--- src/rtl/axis_pkg.sv ---
// Shared constants and helpers for the AXI-stream width converters.
package axis_pkg;

  localparam int AXIS_BYTE_W = 8;

  // Width of a "beats in word" count able to hold 0..ratio.
  function automatic int nbeats_w(input int ratio);
    return $clog2(ratio + 1);
  endfunction

endpackage

--- src/rtl/axi_stream_if.sv ---
// Minimal AXI-stream bundle: tvalid/tdata/tlast forward, tready backward.
interface axi_stream_if #(
  parameter int DATA_WIDTH = 8
) ();

  logic                  tvalid;
  logic                  tready;
  logic [DATA_WIDTH-1:0] tdata;
  logic                  tlast;

  modport master (output tvalid, output tdata, output tlast, input tready);
  modport slave  (input tvalid, input tdata, input tlast, output tready);

endinterface

--- src/rtl/axis_out_reg.sv ---
// One-entry registered output stage: holds data/last/nbeats until accepted,
// and can reload on the same cycle it drains so full rate is kept.
module axis_out_reg #(
  parameter int DATA_W = 32,
  parameter int NB_W   = 3
) (
  input  logic              clk,
  input  logic              rst,
  input  logic              in_valid,
  input  logic [DATA_W-1:0] in_data,
  input  logic              in_last,
  input  logic [NB_W-1:0]   in_nbeats,
  output logic              in_ready,
  output logic              out_valid,
  output logic [DATA_W-1:0] out_data,
  output logic              out_last,
  output logic [NB_W-1:0]   out_nbeats,
  input  logic              out_ready
);

  // Ready-through: an empty slot or one draining this cycle can take a new entry.
  assign in_ready = !rst && (!out_valid || out_ready);

  always_ff @(posedge clk) begin
    if (rst) begin
      out_valid  <= 1'b0;
      out_data   <= '0;
      out_last   <= 1'b0;
      out_nbeats <= '0;
    end else if (in_valid && in_ready) begin
      out_valid  <= 1'b1;
      out_data   <= in_data;
      out_last   <= in_last;
      out_nbeats <= in_nbeats;
    end else if (out_ready) begin
      out_valid  <= 1'b0;
    end
  end

endmodule

--- src/rtl/axis_width_upsizer.sv ---
// Packs RATIO narrow AXI-stream beats into one wide beat, little-endian;
// tlast closes a word early and m_nbeats reports how many beats it holds.
module axis_width_upsizer
  import axis_pkg::*;
#(
  parameter int IN_WIDTH = AXIS_BYTE_W,
  parameter int RATIO    = 4
) (
  input  logic                        clk,
  input  logic                        rst,
  axi_stream_if.slave                 s_axis,
  axi_stream_if.master                m_axis,
  output logic [nbeats_w(RATIO)-1:0]  m_nbeats
);

  localparam int OUT_WIDTH = IN_WIDTH * RATIO;
  localparam int NBW       = nbeats_w(RATIO);
  localparam logic [NBW-1:0] LAST_BEAT = NBW'(RATIO - 1);

  if (RATIO < 1) begin : g_bad_ratio
    $fatal(1, "axis_width_upsizer: RATIO must be >= 1");
  end
  if ($bits(s_axis.tdata) != IN_WIDTH) begin : g_bad_in_w
    $fatal(1, "axis_width_upsizer: s_axis DATA_WIDTH must equal IN_WIDTH");
  end
  if ($bits(m_axis.tdata) != OUT_WIDTH) begin : g_bad_out_w
    $fatal(1, "axis_width_upsizer: m_axis DATA_WIDTH must equal IN_WIDTH*RATIO");
  end

  logic [RATIO-1:0][IN_WIDTH-1:0] acc;
  logic [RATIO-1:0][IN_WIDTH-1:0] merged;
  logic [NBW-1:0]                 cnt;
  logic                           in_ready;
  logic                           take;
  logic                           done;

  assign s_axis.tready = in_ready;
  assign take          = s_axis.tvalid && in_ready;
  assign done          = take && ((cnt == LAST_BEAT) || s_axis.tlast);

  // Lanes above cnt are still zero in acc, so the merge also zero-fills
  // the unused upper beats of a short word.
  for (genvar k = 0; k < RATIO; k++) begin : g_lane
    assign merged[k] = (cnt == NBW'(k)) ? s_axis.tdata : acc[k];
  end

  always_ff @(posedge clk) begin
    if (rst) begin
      cnt <= '0;
      acc <= '0;
    end else if (take) begin
      if (done) begin
        cnt <= '0;
        acc <= '0;
      end else begin
        cnt <= cnt + NBW'(1);
        acc <= merged;
      end
    end
  end

  axis_out_reg #(
    .DATA_W (OUT_WIDTH),
    .NB_W   (NBW)
  ) u_out (
    .clk        (clk),
    .rst        (rst),
    .in_valid   (done),
    .in_data    (merged),
    .in_last    (s_axis.tlast),
    .in_nbeats  (cnt + NBW'(1)),
    .in_ready   (in_ready),
    .out_valid  (m_axis.tvalid),
    .out_data   (m_axis.tdata),
    .out_last   (m_axis.tlast),
    .out_nbeats (m_nbeats),
    .out_ready  (m_axis.tready)
  );

endmodule

--- src/flat_wrapper.sv ---
// flat-port wrapper written by rule: the top's interface ports become plain ports
module axis_width_upsizer_flat import axis_pkg::*;
#(
  parameter int IN_WIDTH = AXIS_BYTE_W,
  parameter int RATIO    = 4
)
  (clk, rst, m_nbeats, s_axis_tvalid, s_axis_tdata, s_axis_tlast, s_axis_tready, m_axis_tvalid, m_axis_tdata, m_axis_tlast, m_axis_tready);
  axi_stream_if #(.DATA_WIDTH(8)) s_axis_i ();
  axi_stream_if #(.DATA_WIDTH(32)) m_axis_i ();
  input  logic clk;
  input  logic rst;
  output logic [nbeats_w(RATIO)-1:0] m_nbeats;
  input wire logic [$bits(s_axis_i.tvalid)-1:0] s_axis_tvalid;
  input wire logic [$bits(s_axis_i.tdata)-1:0] s_axis_tdata;
  input wire logic [$bits(s_axis_i.tlast)-1:0] s_axis_tlast;
  output wire logic [$bits(s_axis_i.tready)-1:0] s_axis_tready;
  output wire logic [$bits(m_axis_i.tvalid)-1:0] m_axis_tvalid;
  output wire logic [$bits(m_axis_i.tdata)-1:0] m_axis_tdata;
  output wire logic [$bits(m_axis_i.tlast)-1:0] m_axis_tlast;
  input wire logic [$bits(m_axis_i.tready)-1:0] m_axis_tready;
  assign s_axis_i.tvalid = s_axis_tvalid;
  assign s_axis_i.tdata = s_axis_tdata;
  assign s_axis_i.tlast = s_axis_tlast;
  assign s_axis_tready = s_axis_i.tready;
  assign m_axis_tvalid = m_axis_i.tvalid;
  assign m_axis_tdata = m_axis_i.tdata;
  assign m_axis_tlast = m_axis_i.tlast;
  assign m_axis_i.tready = m_axis_tready;
  axis_width_upsizer #(.IN_WIDTH(IN_WIDTH), .RATIO(RATIO)) u_core (.clk(clk), .rst(rst), .s_axis(s_axis_i), .m_axis(m_axis_i), .m_nbeats(m_nbeats));
endmodule
--- config.mk ---
export PLATFORM = sky130hd
export DESIGN_NAME = axis_width_upsizer_flat
export DESIGN_NICKNAME = d
export VERILOG_FILES = /design/src/rtl/axis_pkg.sv /design/src/rtl/axi_stream_if.sv /design/src/rtl/axis_out_reg.sv /design/src/rtl/axis_width_upsizer.sv /design/src/flat_wrapper.sv
export SDC_FILE = /design/constraint.sdc
export NUM_CORES = 1
export LEC_CHECK = 0
export BUFFER_PORTS_ARGS = -buffer_cell sky130_fd_sc_hd__buf_2
export CAP_MARGIN = 20
export CORE_UTILIZATION = 30
export DETAILED_ROUTE_END_ITERATION = 6
export HOLD_SLACK_MARGIN = 0.02
export PLACE_DENSITY = 0.44
export SLEW_MARGIN = 25
export SYNTH_ARGS = -nofsm -noshare
export SYNTH_HDL_FRONTEND = slang
export SYNTH_SLANG_ARGS = --single-unit
--- constraint.sdc ---
create_clock -name clk -period 3.4 [get_ports clk]
set_input_delay 0.51 -clock clk [delete_from_list [all_inputs] [get_ports clk]]
set_output_delay 0.51 -clock clk [all_outputs]
set_load 0.01 [all_outputs]
Word-level counts from Yosys, hierarchy flattened
Cells that the tools add are included.
Word-level totals
  bits of input ports: 13
  register bits: 72
  output and inout bits: 38
Cells by class
  mux-type cells: 8
  equal/unequal tests: 3
  reduce and logical (&&, ||, !) cells: 10
  $add $sub $neg: 1
Operator list (number)
  $mux W32: 1
  $mux W8: 4
  $eq A3 B2 Y1 const B: 2
  $logic_and A1 B1 Y1: 4
  $add A3 B1 Y3 const B: 1
  $eq A3 B1 Y1 const B: 1
  $logic_not A3 Y1: 1
  $mux W3: 1
  $logic_not A1 Y1: 2
  $logic_or A1 B1 Y1: 2
  $mux W1: 2
  $reduce_bool A2 Y1: 1

Logic depth before layout (Yosys ltp)
Gate-level depths: netlist of the first run.
  word-level depth: 7
  gate-level depth with buffers: 7
  mapped depth without buffers: 5

By module
From an unflattened synthesis of the first run, not the netlist that was laid out.
Second synthesis, totals
  cell total of the unflattened synthesis: 363
  area total of the unflattened synthesis: 3663.5 µm²
Modules (own cells, without submodules)
  axis_width_upsizer: area each 1961.9 µm², cells an instance 201, seq. area each 700.7 µm², instances 1
  axis_out_reg: area each 1701.6 µm², cells an instance 162, seq. area each 740.7 µm², instances 1

Worst setup path before layout of the first run
Ideal clock, no wire load.
  path type: register to register
  start: register u_core.cnt[0]
  end: register u_core.cnt[2]
  clock period less this slack: 1681 ps
  data required time: 3313 ps
  path buffers: 1
  path slack: 1719 ps
  arrival: 1594 ps
  cell stages (with the launch flop): 7
  cells stage by stage: dfxtp_1 -> ha_1 -> ha_1 -> or2_1 -> buf_4 -> or4_1 -> o31ai_1
On the way
  longest elaborated chain between the ends: 4
  elaborated cells between the ends (all ways): 5
  those cells by class: add/sub (1); eq/ne (1); mux (1); reduce/logical (2)
Ends and longest elaborated chain
  start, declared: line axis_width_upsizer.sv:32  | logic [NBW-1:0] cnt;
  start signal, assigned: line axis_width_upsizer.sv:56  | cnt <= cnt + NBW'(1);
  branches (longest 3 deep; another with $add A3 B1 Y3)
  $mux W3 (*): line axis_width_upsizer.sv:52  | if (done) begin
Every way passes the cells marked *.
A chain may end at the register's enable or synchronous reset.

Final worst setup path of the first run
  start: register u_core.cnt[0]
  end: register u_core.u_out.out_data[31]
On the way
  longest elaborated chain between the ends: 4
  elaborated cells between the ends (all ways): 5
  those cells by class: eq/ne (1); mux (1); reduce/logical (3)
Ends and longest elaborated chain
  $eq A3 B2 Y1 (*): line axis_width_upsizer.sv:39, axis_width_upsizer.sv:44
  $logic_or A1 B1 Y1: line axis_width_upsizer.sv:39  | assign done = take && ((cnt == LAST_BEAT) || s_axis.tlast);
  $logic_and A1 B1 Y1: line axis_width_upsizer.sv:39
  $logic_and A1 B1 Y1: line axis_out_reg.sv:30  | end else if (in_valid && in_ready) begin
  end signal, assigned: line axis_out_reg.sv:32  | out_data <= in_data;
  end, declared: line axis_out_reg.sv:15  | output logic [DATA_W-1:0] out_data,
Mark *: on every way between the ends. The rest lies on a longest branch, timed or not.

==> results of run 1 <==
-- flip-flops by register name, summed over array words and instances (netlist names) --
| register | cells |
|---|---|
| u_core.acc | 32 |
| u_core.u_out.out_last | 1 |
| u_core.u_out.out_data | 32 |
| u_core.u_out.out_valid | 1 |
| u_core.u_out.out_nbeats | 3 |
| u_core.cnt | 3 |
-- critical path: stages (launching register included) --
cell and delay (ns):
dfxtp_1 0.40, ha_1 0.17, ha_1 0.13, buf_4 0.21, or2_1 0.42, nand3_2 0.38
buf_4 0.34, o21ai_0 0.17
-- through the flow --
stage / area [um2] / power [uW] / hold WS (ns) / setup slack, ns / util (%)
final: 3721 / 1895 / 0.4241 / 1.097 / 37.55
after global routing: 3721 / 1968 / 0.4370 / 0.8238 / 37.55
after CTS: 3721 / 1925 / 0.4084 / 1.054 / 37.55
after detailed placement: 3461 / 1025 / 0.4462 / 1.062 / 34.92
after floorplan: 3105 / 964.6 / 0.4291 / 1.719 / -
after global placement: 3461 / 1025 / 0.4410 / 1.150 / 34.92
-- power groups by stage --
| stage | clock network [uW] | logic (uW) | registers (uW) |
|---|---|---|---|
| after global placement | 0 | 140 | 885 |
| after CTS | 918 | 141 | 865 |
| after floorplan | 0 | 77.1 | 888 |
| final | 891 | 139 | 865 |
| after detailed placement | 0 | 141 | 885 |
| after global routing | 949 | 152 | 867 |
-- per-layer routing --
layer,GRT usage [%],vias to the layer above,routed length (um)
met3,3.210,6,336
met2,25.55,50,3923
met1,25.29,1211,4667
met4,5.816,0,70
li1,-,1231,-
met5,0,-,0
-- cell type report --
class / instances / area share, %
Clock inverter: 5 / 3.463
Timing Repair Buffer: 61 / 8.944
Sequential cell: 72 / 38.74
Tap cell: 133 / 4.472
Inverter: 6 / 0.6052
Multi-Input combinational cell: 187 / 40.25
Clock buffer: 11 / 3.531
-- cell families after synthesis --
| kind of cell | after synthesis | share of synthesized area [%] |
|---|---|---|
| AND/OR/NAND/NOR | 43 | 9.347 |
| adder cells (fa/ha/maj) | 5 | 2.015 |
| AO/OA/AOI/OAI | 107 | 26.39 |
| buffers and inverters | 36 | 5.519 |
| flip-flops | 72 | 46.41 |
| multiplexers | 32 | 10.31 |
-- how the worst max path moves through the flow --
stage               slack (ns)                        end           from  cells after the start
detailed placement        1.06   u_core.u_out.out_data[1]  u_core.cnt[0]                      7
global route              0.82  u_core.u_out.out_data[26]  u_core.cnt[0]                      7
floorplan                 1.72              u_core.cnt[2]  u_core.cnt[0]                      6
finish                    1.10  u_core.u_out.out_data[31]  u_core.cnt[0]                      7
global placement          1.15  u_core.u_out.out_data[20]  u_core.cnt[0]                      7
CTS                       1.05  u_core.u_out.out_data[31]  u_core.cnt[0]                      7
-- layout by cell type (no fill, tap or decap), types with 4 or more instances in the layout --
master,count
inv_1,4
buf_4,11
dfxtp_1,72
nand2_1,4
o2bb2ai_1,6
o311ai_0,35
a32o_1,17
nand2b_1,4
clkbuf_8,9
ha_1,5
and2_1,8
bufinv_16,4
buf_2,50
nor2b_1,9
o21ai_0,34
mux2i_1,32
nand4_1,6
==> flow_metrics.tcl, run 1 <==
set metrics [dict create \
    drv_cap 0 \
    worst_pin_slew_ns 0.9274 \
    start_util_pct 31.34 \
    clockBufferDepth 2 \
    r2r_end "u_core.u_out.out_data[31]" \
    end_kind "flip-flop" \
    synth_most_common_cell "dfxtp_1" \
    grt_max_degree 57 \
    fmax_mhz 434.3 \
    hold_start "s_axis_tlast" \
    grt_usage_pct 17.36 \
    setup_tns_ns 0 \
    power_leakage_uw 0.001388 \
    cts_sinks 72 \
    timing.rr.start "u_core.cnt[0]" \
    syn-num-nets 313 \
    drive_gt1_share_pct 25.44 \
    final_max_slew_viol_count 0 \
    final-seq-area_um2 1441 \
    p_comb_share_pct 7.3 \
    antenna_found_initial 0 \
    synth_top_area_share_pct 46.41 \
    fin_crit_sh_pct 67.72 \
    critPathLaunchType "flip-flop" \
    ys_ff_latch 72 \
    netlist_instances 295 \
    finalHoldViolCount 0 \
    grt_pass1_vias 2402 \
    synth_area_um2 3105 \
    numPortBuffers 50 \
    top_level_ports 51 \
    r2r_slack_ns 1.10 \
    cts_setup_buffers 0 \
    grt_pass1_wl_mm 14.45 \
    synthTopCellsByArea "dfxtp_1 (46%), mux2i_1 (10%), o311ai_0 (9.9%)" \
    swShare_pct 22.79 \
    via_per_inst 5.259 \
    intPower_uw 1463 \
    drc 0 \
    drtIter0Drc 130 \
    cp.required_ns 3.67 \
    clock_latency_ns 0.35 \
    gp_congestion 0.7724 \
    p_per_area_nw_per_um2 509.2 \
    core_area_um2 9910 \
    dr.pass1.iters 4 \
    ys_types 35 \
    wl_per_cell_um 18.94 \
    nFillCells 1030 \
    synth-async-reset-ratio_pct 0 \
    postRouteAntennaNets 0 \
    crit_arrival_ns 2.57 \
    multi_input_area_um2 1498 \
    cts_hold_buffers 0 \
    synth-edff-count 0 \
    clkTransAtPathRegs_ns 0.07 \
    setup_viol 0 \
    power.switching_uw 431.7 \
    holdPathStages 2 \
    cts_buffers 9 \
    skew_ns 0.01183 \
    rsz0062_at_grt "false" \
    r2r_cells 7 \
    p_clk_share_pct 47.0 \
    globalRoute.totalOverflow 0 \
    cts_tree "done" \
    syn2layout_area_growth_pct 19.82 \
    status "finished, final reports clean" \
    hold_end "u_core.u_out.out_last" \
    slew-limit-headroom_pct 38.08 \
    die_w_um 103.7 \
    finalNonFillerCells 475 \
    syn_avg_cell_area_um2 10.53 \
    ir_worst_vdd_v 0.0001618 \
    insertedDiodeCount 0 \
    finalNetCount 355 \
    cts_root_buffer "clkbuf_8" \
    dp_cells 459 \
    synth_commonest_cells "dfxtp_1 (72), o311ai_0 (35), o21ai_0 (34)" \
    hp-class "in2reg" \
    critPathMaxFanout 22 \
    die_h_um 103.7 \
    yosys_warnings 0 \
    cts_max_level 3 \
    synth_largest_area_cell "dfxtp_1" \
    p_seq_share_pct 45.7 \
    min_period_ns 2.303 \
    post_cts_resized 0 \
    totalWireLength_mm 8.998 \
    synth_top_flop_cell "dfxtp_1" \
    dp_hpwl_mm 5.904 \
    ys_seq_area_share_pct 46.41 \
    dieArea_um2 10760 \
    vias 2498 \
    num_rows 36 \
    path_class "reg2reg" \
]
(Power assumes the default switching activity.)
==> run 2: changes to the inputs <==
--- a/config.mk
+++ b/config.mk
@@ -10,7 +10,7 @@
 export CORE_UTILIZATION = 30
 export DETAILED_ROUTE_END_ITERATION = 6
 export HOLD_SLACK_MARGIN = 0.02
-export PLACE_DENSITY = 0.44
+export PLACE_DENSITY = 0.46
 export SLEW_MARGIN = 25
 export SYNTH_ARGS = -nofsm -noshare
 export SYNTH_HDL_FRONTEND = slang
==> constraint.sdc (replaced) <==
create_clock -name clk -period 1.9 [get_ports clk]
set_input_delay 0.285 -clock clk [delete_from_list [all_inputs] [get_ports clk]]
set_output_delay 0.285 -clock clk [all_outputs]
set_load 0.01 [all_outputs]
==> flow_metrics.tcl, run 2 (synthesis gave the netlist of run 1 again) <==
set metrics [dict create \
    status "finished, final reports clean" \
    cts_sinks 72 \
    end_kind "flip-flop" \
    top_regs "u_core.acc: 32 flops, u_core.u_out.out_data: 32 flops" \
    start_util_pct 31.34 \
    via_per_inst 5.390 \
    design_area_um2 3769 \
    whs_ns 0.2061 \
    crit_arrival_ns 2.11 \
    cts_buffers 9 \
    rsz0062_at_grt "true" \
    cts_root_buffer "clkbuf_8" \
    worst_pin_slew_ns 0.5778 \
    wl_per_cell_um 18.51 \
    layout_common_cells "dfxtp_1 (72), buf_2 (50), o311ai_0 (35)" \
    max_stage_delay_ns 0.45 \
    gp_congestion 0.7773 \
    fin_crit_sh_pct 96.08 \
    top_level_ports 51 \
    slew-limit-headroom_pct 61.43 \
    total_power_uw 3133 \
    cts_tree "done" \
    finalHoldViolCount 0 \
    hp-class "in2reg" \
    final_common_cell "dfxtp_1" \
    min_period_ns 1.825 \
    cp.required_ns 2.19 \
    path_class "reg2reg" \
    fin_util_pct 38.03 \
    globalRoute.totalOverflow 0 \
    dr.pass1.iters 4 \
    p_seq_share_pct 49.4 \
    totalWireLength_mm 8.920 \
    ir_worst_vdd_v 0.0002803 \
    insertedDiodeCount 0 \
    clkTransAtPathRegs_ns 0.08 \
    die_w_um 103.7 \
    clockBufferDepth 2 \
    finalNetCount 362 \
    dieArea_um2 10760 \
    place_area_um2 3551 \
    drv_cap 0 \
    crit_chain "ha_1 -> ha_1 -> or2_2 -> nor4_4 -> a32o_1" \
    critPathLaunchType "flip-flop" \
    grt_usage_pct 17.34 \
    die_h_um 103.7 \
    dp_hpwl_mm 5.784 \
    drc 0 \
    critPathMaxFanout 8 \
    fmax_mhz 547.8 \
    p_clk_share_pct 42.1 \
    numPortBuffers 50 \
    drtIter0Drc 149 \
    num_rows 36 \
    grt_pass1_vias 2494 \
    slowest_stage "nor4_4" \
    power.switching_uw 760.4 \
    final_max_slew_viol_count 0 \
    clock_latency_ns 0.34 \
    grt_max_degree 57 \
    drive_gt1_share_pct 27.51 \
    cts_hold_buffers 0 \
    postRouteAntennaNets 0 \
    intPower_uw 2372 \
    skew_ns 0.003533 \
    p_comb_share_pct 8.5 \
    vias 2598 \
    cts_max_level 3 \
    p_per_area_nw_per_um2 831.3 \
    grt_pass1_wl_mm 14.48 \
    core_area_um2 9910 \
    power_leakage_uw 0.001418 \
    cp_common_cell "ha_1" \
    syn2layout_area_growth_pct 21.35 \
    swShare_pct 24.27 \
    setup_viol 0 \
    antenna_found_initial 0 \
]
-- run 2: per-layer routing --
layer  wire (um)  global-route usage, %  vias to the layer above  part of all wire, %
met2        4095                  26.37                       74                   46
li1            -                      -                     1257                    -
met1        4371                  24.37                     1263                   49
met3         402                  3.335                        4                  4.5
met5           0                      0                        -                    0
met4          51                  6.122                        0                 0.57
-- run 2: cell type report --
type	count	area, um2
clock buffers	14	182.7
fillers	1032	6141
well taps	133	166.4
inverters	6	22.52
flip-flops and latches	72	1441
multi-input cells	187	1498
repair buffers	68	422.9
clock inverters	2	35.03
-- run 2: what timing repair did --
| action | CTS | global route |
|---|---|---|
| gates resized for setup | 0 | 1 |
| setup endpoints to repair | 0 | 23 |
| setup buffers | 0 | 0 |
-- run 2: worst paths after layout --
path                  start               endpoint  slack (ns)  cells past startpoint
max           u_core.cnt[0]          u_core.acc[1]        0.07                      5
min            s_axis_tlast  u_core.u_out.out_last        0.21                      2
max reg2reg   u_core.cnt[0]          u_core.acc[1]        0.07                      5
min reg2reg  u_core.acc[27]         u_core.acc[27]        0.46                      1
-- run 2: power by group through the flow --
stage | combinational (uW) | clock, uW | sequential [uW]
floorplan | 138 | 0 | 1590
global placement | 268 | 0 | 1580
detailed placement | 268 | 0 | 1580
CTS | 269 | 1360 | 1550
global route | 289 | 1420 | 1550
finish | 266 | 1320 | 1550
-- run 2: worst max-delay path, delay by kind of cell (launching register included) --
kind,cells,cell delay (ns)
flops,1,0.32
simple gates,2,0.86
compound gates,1,0.18
fa+ha+maj,2,0.41
-- run 2: per-stage QoR --
| step | worst slack, ns | setup TNS (ns) | std cells |
|---|---|---|---|
| 3_5_place_dp | 0.08507 | 0 | 466 |
| 4_1_cts | 0.04353 | 0 | 482 |
| 5_1_grt | -0.01037 | -0.02148 | 482 |
| 3_3_place_gp | 0.09936 | 0 | 466 |
| 6_report | 0.07457 | 0 | 482 |
| 2_1_floorplan | 0.2190 | 0 | 295 |
==> run 3: changes to the inputs <==
--- a/config.mk
+++ b/config.mk
@@ -5,12 +5,13 @@
 export SDC_FILE = /design/constraint.sdc
 export NUM_CORES = 1
 export LEC_CHECK = 0
+export ABC_AREA = 1
 export BUFFER_PORTS_ARGS = -buffer_cell sky130_fd_sc_hd__buf_2
 export CAP_MARGIN = 20
 export CORE_UTILIZATION = 30
 export DETAILED_ROUTE_END_ITERATION = 6
 export HOLD_SLACK_MARGIN = 0.02
-export PLACE_DENSITY = 0.46
+export PLACE_DENSITY = 0.57
 export SLEW_MARGIN = 25
 export SYNTH_ARGS = -nofsm -noshare
 export SYNTH_HDL_FRONTEND = slang
==> flow_metrics.tcl, run 3 <==
set metrics [dict create \
    synthSimpleGateAreaFrac_pct 31.61 \
    cts_hold_buffers 0 \
    fmax_mhz 603.4 \
    final_max_slew_viol_count 0 \
    place_ws_ns 0.2377 \
    grt_pass1_wl_mm 14.03 \
    intPower_uw 2721 \
    drc 0 \
    dp_hpwl_mm 5.695 \
    swShare_pct 25.52 \
    power.switching_uw 932.3 \
    postRouteAntennaNets 0 \
    antenna_found_initial 0 \
    grt_usage_pct 15.38 \
    insertedDiodeCount 0 \
    crit_arrival_ns 1.89 \
    status "finished, final reports clean" \
    synth_top_area_share_pct 41.71 \
    dieArea_um2 11950 \
    core_area_um2 11030 \
    skew_ns 0.005194 \
    die_w_um 109.3 \
    synth.mux.area_fraction_pct 0 \
    vias 3080 \
    clock_latency_ns 0.33 \
    min_period_ns 1.657 \
    p_per_area_nw_per_um2 901.8 \
    nFillCells 1199 \
    setup_viol 0 \
    synthTopCellsByArea "dfxtp_1 (42%), nand2_1 (19%), nor2_1 (8.5%)" \
    p_clk_share_pct 45.2 \
    start_util_pct 31.33 \
    cts_sinks 72 \
    top_layer_used "met4" \
    finalNonFillerCells 701 \
    finalNetCount 574 \
    totalWireLength_mm 8.340 \
    setup_tns_ns 0 \
    syn_avg_cell_area_um2 6.710 \
    synth-xor-area-share_pct 0 \
    synth_fa_ha_area_share_pct 1.810 \
    via_per_inst 4.394 \
    slew-limit-headroom_pct 72.43 \
    route.met3.wl_um 306 \
    synth_top_family_by_area "simple AND/OR/NAND/NOR gates" \
    synth-edff-count 0 \
    power_leakage_uw 0.001889 \
    wl_met2_mm 3.819 \
    clockBufferDepth 2 \
    post_cts_resized 0 \
    whs_ns 0.2929 \
    wl_per_cell_um 11.90 \
    globalRoute.totalOverflow 0 \
    final_common_cell "nand2_1" \
    cts_buffers 9 \
    critPathLaunchType "flip-flop" \
    synth-async-reset-ratio_pct 0 \
    gp_congestion 0.7401 \
    synth_area_um2 3456 \
    end_kind "flip-flop" \
    cts_setup_buffers 0 \
    drv_cap 0 \
    yosys_warnings 0 \
    finalHoldViolCount 0 \
    cts_max_level 3 \
    syn2layout_area_growth_pct 17.23 \
    grt_pass1_vias 2927 \
    fin_crit_sh_pct 87.22 \
    ir_worst_vdd_v 0.0005104 \
    cp.required_ns 2.13 \
    die_h_um 109.3 \
    worst_pin_slew_ns 0.4136 \
    critPathMaxFanout 35 \
    top_regs "u_core.acc: 32 flops, u_core.u_out.out_data: 32 flops" \
    dr.pass1.iters 4 \
    worst_slack_ns 0.2428 \
    dp_cells 685 \
    synth_commonest_cells "nand2_1 (173), nor2_1 (78), dfxtp_1 (72)" \
    p_comb_share_pct 11.0 \
    cts_root_buffer "clkbuf_16" \
    synth_largest_area_cell "dfxtp_1" \
    hp-class "in2reg" \
    drtIter0Drc 181 \
    drive_gt1_share_pct 15.15 \
    grt_max_degree 37 \
    ys_seq_area_share_pct 41.71 \
    ys_types 20 \
    ys_ff_latch 72 \
    top_level_ports 51 \
    syn-num-nets 533 \
    synth_top_flop_cell "dfxtp_1" \
    numPortBuffers 50 \
    synth_compound_area_share_pct 11.59 \
    cts_tree "done" \
    p_seq_share_pct 43.8 \
    rsz0062_at_grt "false" \
    synth_most_common_cell "nand2_1" \
    clkTransAtPathRegs_ns 0.06 \
    num_rows 38 \
    netlist_instances 515 \
    drt-met1-wl_mm 4.078 \
    layout_common_cells "nand2_1 (173), nor2_1 (78), dfxtp_1 (72)" \
    path_class "reg2reg" \
]
-- run 3: area by class of cell --
type	instances	area [um2]	share of cell area [%]
flip-flops and latches	72	1441	35.58
clock inverters	6	60.06	1.482
clock buffers	10	229.0	5.652
inverters	62	240.2	5.930
repair buffers	60	350.3	8.647
well taps	140	175.2	4.324
multi-input cells	351	1555	38.39
-- run 3: layer usage --
layer  global-route usage [%]  vias up
li1                         -     1649
met1                    19.55     1370
met2                    25.34       47
met3                    3.320       14
met4                    6.095        0
met5                        0        -
-- run 3: logic make-up (layout without fill, tap and decap cells) --
kind of cell,count (synthesis),in the layout
fa+ha+maj,5,5
simple gates,266,266
compound gates,80,80
flops,72,72
buf+inv,92,138
-- run 3: through the flow --
step | area, um2 | util, % | total power, uW
after floorplan | 3456 | - | 1920
after global placement | 3762 | 34.11 | 2031
after detailed placement | 3762 | 34.11 | 2039
after CTS | 4051 | 36.73 | 3694
after global routing | 4051 | 36.73 | 3810
final | 4051 | 36.73 | 3653
-- run 3: critical path, cell delays in order (launching register included) --
cell and delay (ns):
dfxtp_1 0.38, ha_1 0.17, ha_1 0.26, nor2_8 0.07, nor2_8 0.25, buf_12 0.22, nand2_1 0.07, nand2_1 0.08
nor2_1 0.04
-- run 3: power by group through the flow --
stage	sequential, uW	combinational (uW)	clock [uW]
2_1_floorplan	1650	268	0
3_3_place_gp	1630	398	0
3_5_place_dp	1640	403	0
4_1_cts	1600	406	1690
5_1_grt	1610	465	1740
6_report	1600	402	1650
-- run 3: path summary, 6_finish.rpt --
path	from	end	slack [ns]	cells after the start
setup / recovery	u_core.cnt[0]	u_core.u_out.out_data[12]	0.24	8
hold / removal	s_axis_tlast	u_core.u_out.out_last	0.29	3
setup reg to reg	u_core.cnt[0]	u_core.u_out.out_data[12]	0.24	8
hold reg to reg	u_core.acc[28]	u_core.acc[28]	0.44	2
